`config.mk`:
```
export PLATFORM = sky130hd
export DESIGN_NAME = iq_frame_source
export DESIGN_NICKNAME = d
export VERILOG_FILES = /design/src/rtl/iq_src_pkg.sv /design/src/rtl/iq_sample_fifo.sv /design/src/rtl/iq_frame_source.sv
export SDC_FILE = /design/constraint.sdc
export NUM_CORES = 1
export LEC_CHECK = 0
export CAP_MARGIN = 20
export CORE_ASPECT_RATIO = 1.5
export CORE_MARGIN = 4
export CORE_UTILIZATION = 45
export CTS_BUF_LIST = sky130_fd_sc_hd__clkbuf_8
export CTS_CLUSTER_DIAMETER = 100
export CTS_CLUSTER_SIZE = 12
export DETAILED_ROUTE_END_ITERATION = 16
export GPL_ROUTABILITY_DRIVEN = 0
export PLACE_DENSITY = 0.62
export SLEW_MARGIN = 20
export SYNTH_ARGS = -nofsm -noshare
export SYNTH_HDL_FRONTEND = slang
export SYNTH_SLANG_ARGS = --single-unit
```
`constraint.sdc`:
```
create_clock -name clk -period 4.2 [get_ports clk]
set_input_delay 0.42 -clock clk [delete_from_list [all_inputs] [get_ports clk]]
set_output_delay 0.42 -clock clk [all_outputs]
set_load 0.005 [all_outputs]
```
`src/rtl/iq_src_pkg.sv`:
```
// Shared types for the IQ frame source: sample word layout and FSM encoding.
package iq_src_pkg;
  localparam int IQ_DW = 12;
  localparam int W_DW  = 4;

  typedef struct packed {
    logic signed [IQ_DW-1:0] i;
    logic signed [IQ_DW-1:0] q;
    logic        [W_DW-1:0]  w_i;
    logic        [W_DW-1:0]  w_q;
  } iq_sample_t;

  typedef enum logic [1:0] {ST_IDLE, ST_SEND, ST_DONE, ST_GAP} src_state_e;
endpackage

```
`src/rtl/iq_sample_fifo.sv`:
```
// Synchronous sample FIFO; read data is registered and reads back zero on
// cycles without a pop, so the frame source can drive it straight out.
module iq_sample_fifo
  import iq_src_pkg::*;
#(
  parameter  int DEPTH = 32,
  localparam int AW    = $clog2(DEPTH)
) (
  input  logic       clk,
  input  logic       rstb,
  input  logic       push,
  input  logic       pop,
  input  iq_sample_t wdata,
  output iq_sample_t rdata,
  output logic       full,
  output logic       empty,
  output logic [AW:0] level
);
  localparam logic [AW:0] PTR_ONE = (AW+1)'(1);

  logic [AW:0] r_wptr, r_rptr;
  iq_sample_t  r_rdata;
  iq_sample_t  r_mem [DEPTH];

  always_ff @(posedge clk or negedge rstb) begin
    if (!rstb) begin
      r_wptr  <= '0;
      r_rptr  <= '0;
      r_rdata <= '0;
    end else begin
      if (push) r_wptr <= r_wptr + PTR_ONE;
      if (pop)  r_rptr <= r_rptr + PTR_ONE;
      r_rdata <= pop ? r_mem[r_rptr[AW-1:0]] : '0;
    end
  end

  always_ff @(posedge clk) begin
    if (push) r_mem[r_wptr[AW-1:0]] <= wdata;
  end

  assign rdata = r_rdata;
  assign level = r_wptr - r_rptr;
  assign full  = (level == (AW+1)'(DEPTH));
  assign empty = (level == '0);
endmodule

```
`src/rtl/iq_frame_source.sv`:
```
// Buffers upstream IQ samples and emits fixed-length gap-free frames,
// each followed by a one-cycle done strobe and an enforced idle gap.
module iq_frame_source
  import iq_src_pkg::*;
#(
  parameter  int FRAME_LEN = 16,
  parameter  int DEPTH     = 32,
  parameter  int GAP       = 2,
  localparam int LW        = $clog2(DEPTH) + 1
) (
  input  logic             clk,
  input  logic             rstb,
  input  logic             s_valid,
  output logic             s_ready,
  input  logic [IQ_DW-1:0] s_data_i,
  input  logic [IQ_DW-1:0] s_data_q,
  input  logic [W_DW-1:0]  s_w_i,
  input  logic [W_DW-1:0]  s_w_q,
  input  logic             start,
  output logic [IQ_DW-1:0] in_data_i,
  output logic [IQ_DW-1:0] in_data_q,
  output logic [W_DW-1:0]  in_w_i,
  output logic [W_DW-1:0]  in_w_q,
  output logic             in_en,
  output logic             done,
  output logic             busy,
  output logic [LW-1:0]    level
);
  src_state_e r_state, w_state_nxt;
  logic [LW-1:0] r_cnt, w_cnt_nxt;
  logic [3:0]    r_gcnt, w_gcnt_nxt;
  logic          r_pend, w_pend_nxt;
  logic          r_in_en, r_done, r_busy;
  logic          w_full, w_empty, w_push, w_pop, w_go;
  logic [LW-1:0] w_level;
  iq_sample_t    w_wdata, w_rdata;

  assign w_wdata = {s_data_i, s_data_q, s_w_i, s_w_q};
  assign w_push  = s_valid && !w_full;
  assign w_go    = (r_pend || start) && (w_level >= LW'(FRAME_LEN)) && !w_empty;

  iq_sample_fifo #(.DEPTH(DEPTH)) u_fifo (
    .clk   (clk),
    .rstb  (rstb),
    .push  (w_push),
    .pop   (w_pop),
    .wdata (w_wdata),
    .rdata (w_rdata),
    .full  (w_full),
    .empty (w_empty),
    .level (w_level)
  );

  // The state register is aligned with the outputs: SEND covers exactly the
  // in_en cycles, so the FIFO is popped whenever the next state is SEND.
  always_comb begin
    w_state_nxt = r_state;
    w_cnt_nxt   = r_cnt;
    w_gcnt_nxt  = r_gcnt;
    w_pend_nxt  = r_pend;
    case (r_state)
      ST_IDLE: begin
        if (w_go) begin
          w_state_nxt = ST_SEND;
          w_cnt_nxt   = '0;
          w_pend_nxt  = 1'b0;
        end else if (start) begin
          w_pend_nxt  = 1'b1;
        end
      end
      ST_SEND: begin
        if (r_cnt == LW'(FRAME_LEN-1)) w_state_nxt = ST_DONE;
        else                           w_cnt_nxt   = r_cnt + LW'(1);
      end
      ST_DONE: begin
        w_gcnt_nxt = '0;
        if (GAP > 0) w_state_nxt = ST_GAP;
        else         w_state_nxt = ST_IDLE;
      end
      ST_GAP: begin
        if (r_gcnt == 4'(GAP-1)) w_state_nxt = ST_IDLE;
        else                     w_gcnt_nxt  = r_gcnt + 4'd1;
      end
      default: w_state_nxt = ST_IDLE;
    endcase
  end

  assign w_pop = (w_state_nxt == ST_SEND);

  always_ff @(posedge clk or negedge rstb) begin
    if (!rstb) begin
      r_state <= ST_IDLE;
      r_cnt   <= '0;
      r_gcnt  <= '0;
      r_pend  <= 1'b0;
      r_in_en <= 1'b0;
      r_done  <= 1'b0;
      r_busy  <= 1'b0;
    end else begin
      r_state <= w_state_nxt;
      r_cnt   <= w_cnt_nxt;
      r_gcnt  <= w_gcnt_nxt;
      r_pend  <= w_pend_nxt;
      r_in_en <= w_pop;
      r_done  <= (w_state_nxt == ST_DONE);
      r_busy  <= (w_state_nxt != ST_IDLE) || w_pend_nxt;
    end
  end

  assign s_ready   = !w_full;
  assign level     = w_level;
  assign in_en     = r_in_en;
  assign done      = r_done;
  assign busy      = r_busy;
  assign in_data_i = w_rdata.i;
  assign in_data_q = w_rdata.q;
  assign in_w_i    = w_rdata.w_i;
  assign in_w_q    = w_rdata.w_q;
endmodule

```
==> results.sh <==
export IMPL_netlist_instances=1787
export IMPL_yosys_area_share_simple=0.0183
export IMPL_yosys_warnings=0
export IMPL_synthMuxAreaShare=0.174
export IMPL_met3_length_mm=6.97
export IMPL_synth_seq_area_share=0.776
export IMPL_postCtsSetupBuffers=0
export IMPL_worstSetupPathType="flop to flop"
export IMPL_cp_max_fo=18
export IMPL_wl_met2_mm=55.1
export IMPL_io_buffers=77
export IMPL_setup_ws_ps=340
export IMPL_routed_wl_mm=103
export IMPL_grt_max_degree=144
export IMPL_hp_class="primary input to flop"
export IMPL_antenna_found_initial=6
export IMPL_period_share=0.919
export IMPL_synthFlopType="edfxtp_1"
export IMPL_vias=19200
export IMPL_syn_area_mm2=0.0416
export IMPL_dieArea_mm2=0.0974
export IMPL_hold_viol_final=0
export IMPL_cp_end_kind="flop"
export IMPL_synth_xor_area_frac=0.00316
export IMPL_cts_tree="built"
export IMPL_drtIter0Drc=1895
export IMPL_clock_latency_ps=790
export IMPL_finalSetupViolCount=0
export IMPL_synth_edff_count=1024
export IMPL_power_leakage_nw=14.6
export IMPL_yosysTopAreaCell="edfxtp_1"
export IMPL_die_h_um=380
export IMPL_grt_pass1_wl_mm=148
export IMPL_async_reset_ff_frac=0.0554
export IMPL_clk_pin_slew_ps=90
export IMPL_period_needed_ps=3860
export IMPL_critPathArrivalTime_ps=4270
export IMPL_synth_top_family_by_area="multiplexers"
export IMPL_core_area_mm2=0.0917
export IMPL_io_pins=78
export IMPL_fin_skew_ps=45.7
export IMPL_clock_path_buffers=3
export IMPL_m1WireLength_mm=38.0
export IMPL_avgSynthCellArea_um2=23.3
export IMPL_start_util=0.453
export IMPL_vias_per_cell=5.99
export IMPL_total_power_mw=28.5
export IMPL_rows=136
export IMPL_startpoint_type="flop"
export IMPL_h_tree_depth=3
export IMPL_overflow=0
export IMPL_stdcell_area_mm2=0.0460
export IMPL_nFillCells=7106
export IMPL_hold_worst_slack_ps=157
export IMPL_highest_layer="met5"
export IMPL_drtPass1Iterations=7
export IMPL_drv_cap=0
export IMPL_syn2layout_area_growth_pct=10.6
export IMPL_layout_common_cells="edfxtp_1 (1,024), mux4_2 (320), clkbuf_8 (101), nand2_1 (84), inv_1 (79)"
export IMPL_dpl_cell_area_mm2=0.0444
export IMPL_synth_cell_types=47
export IMPL_final_common_cell="edfxtp_1"
export IMPL_cts_resized=0
export IMPL_cp_required_ps=4610
export IMPL_hpwlAfterDp_mm=58.4
export IMPL_rsz0062_at_grt="no"
export IMPL_synth_area_top_cells="edfxtp_1 (74%), mux4_2 (17%), dfrtp_1 (3.6%), nand2_1 (0.76%), a21oi_1 (0.43%)"
export IMPL_layout_drive_gt1_share=0.288
export IMPL_fin_util=0.501
export IMPL_root_buffer="clkbuf_8"
export IMPL_vdd_ir_drop_max_uv=487
export IMPL_grt_pass1_vias=20300
export IMPL_multi_input_area_mm2=0.00897
export IMPL_cts_sinks=1084
export IMPL_drcViolationCount=0
export IMPL_die_w_um=256
export IMPL_synth_top_area_frac=0.740
export IMPL_yosys_area_share_adder=0.00439
export IMPL_wl_per_cell_um=32.2
export IMPL_drtAntennaViolNets=0
export IMPL_finalMaxSlewViolations=0
export IMPL_preCtsSetupSlack_ps=458
export IMPL_max_slew_margin=0.252
export IMPL_syn_nets=1837
export IMPL_ff_latch_area_mm2=0.0323
export IMPL_numCtsBuffers=100
export IMPL_fin_nets=2013
export IMPL_pwr_density_cell_mw_per_mm2=619
export IMPL_grt_use_total=0.212
export IMPL_status="complete, no violations"
export IMPL_tightestPinTransition_ps=1120
export IMPL_synth_compound_area_frac=0.00999
export IMPL_ys_ff_latch=1084
export IMPL_max_freq_mhz=259
metal layers:
| metal | up-vias | global-route usage |
|---|---|---|
| met3 | 157 | 0.0411 |
| met1 | 10400 | 0.266 |
| li1 | 7840 | - |
| met5 | - | 0 |
| met4 | 4 | 0.0674 |
| met2 | 838 | 0.374 |
registers in the layout (all words and copies together) (netlist names):
register       flops
done               1
r_state            2
r_pend             1
u_fifo.r_wptr      6
u_fifo.rdata      32
r_gcnt             4
u_fifo.r_mem    1024
u_fifo.r_rptr      6
in_en              1
busy               1
r_cnt              6
worst paths after layout:
path | start | endpoint | slack [ps] | cells past startpoint
hold / removal | s_w_i[3] | u_fifo.r_mem[28][7] | 160 | 1
hold reg to reg | u_fifo.r_wptr[5] | u_fifo.r_wptr[5] | 540 | 1
setup / recovery | u_fifo.r_wptr[0] | u_fifo.r_mem[12][8] | 340 | 11
max in group asynchronous | rstb | u_fifo.rdata[8] | 3030 | 3
min in group asynchronous | rstb | u_fifo.rdata[30] | 190 | 2
setup reg to reg | u_fifo.r_wptr[0] | u_fifo.r_mem[12][8] | 340 | 11
power by group:
part	internal [mW]	switching, mW
registers	12.8	0.411
clock network	2.24	3.48
logic	4.47	5.10
total	19.5	8.98
Yosys cell counts (3+ instances only):
library cell	n
nand3_1	11
a21oi_1	36
or3_1	5
o31ai_1	3
nand4_1	4
inv_1	18
nand2b_1	4
dfrtp_1	60
nand2_1	84
buf_2	14
nand3b_1	4
ha_1	13
buf_6	16
buf_4	10
o21ai_0	15
nor2_1	44
nor3_1	3
edfxtp_1	1024
buf_1	16
xnor2_1	13
clkbuf_1	34
mux4_2	320
cells by family (layout without fill, tap and decap cells):
| kind of cell | Yosys count | in the layout |
|---|---|---|
| xor+xnor | 15 | 15 |
| flops | 1084 | 1084 |
| compound gates | 68 | 68 |
| other cells | 0 | 4 |
| simple gates | 173 | 173 |
| buf+inv | 110 | 354 |
| mux | 323 | 323 |
| fa+ha+maj | 14 | 14 |
final cells by class:
| cell class | instances | area share |
|---|---|---|
| sequential | 1084 | 0.701 |
| multi-input combinational | 593 | 0.195 |
| timing repair buffer | 164 | 0.0328 |
| tap | 1173 | 0.0319 |
| clock buffer | 101 | 0.0302 |
| clock inverter | 69 | 0.00661 |
| inverter | 20 | 0.00180 |
| antenna | 4 | 0.000218 |
critical path, stage by stage (launching register included):
cell and delay, ps:
dfrtp_1 440, inv_1 140, ha_1 260, fa_1 420, xnor2_1 310, nor2_1 100, mux2_2 300, a41oi_2 240
nand2_1 440, buf_4 320, nor2_4 100, buf_4 400
repair_timing:
action / 4_1_cts / 5_1_grt
setup endpoints to repair: 0 / 0
endpoints found under the hold margin: 42 / 0
hold buffers: 1 / 0
per-stage QoR:
stage | std cells | setup TNS (ps)
2_1_floorplan | 1787 | -353600
3_3_place_gp | 3033 | 0
3_5_place_dp | 3033 | 0
4_1_cts | 3204 | 0
5_1_grt | 3207 | 0
6_report | 3208 | 0
No activity file was read; power rests on OpenSTA's default activity.
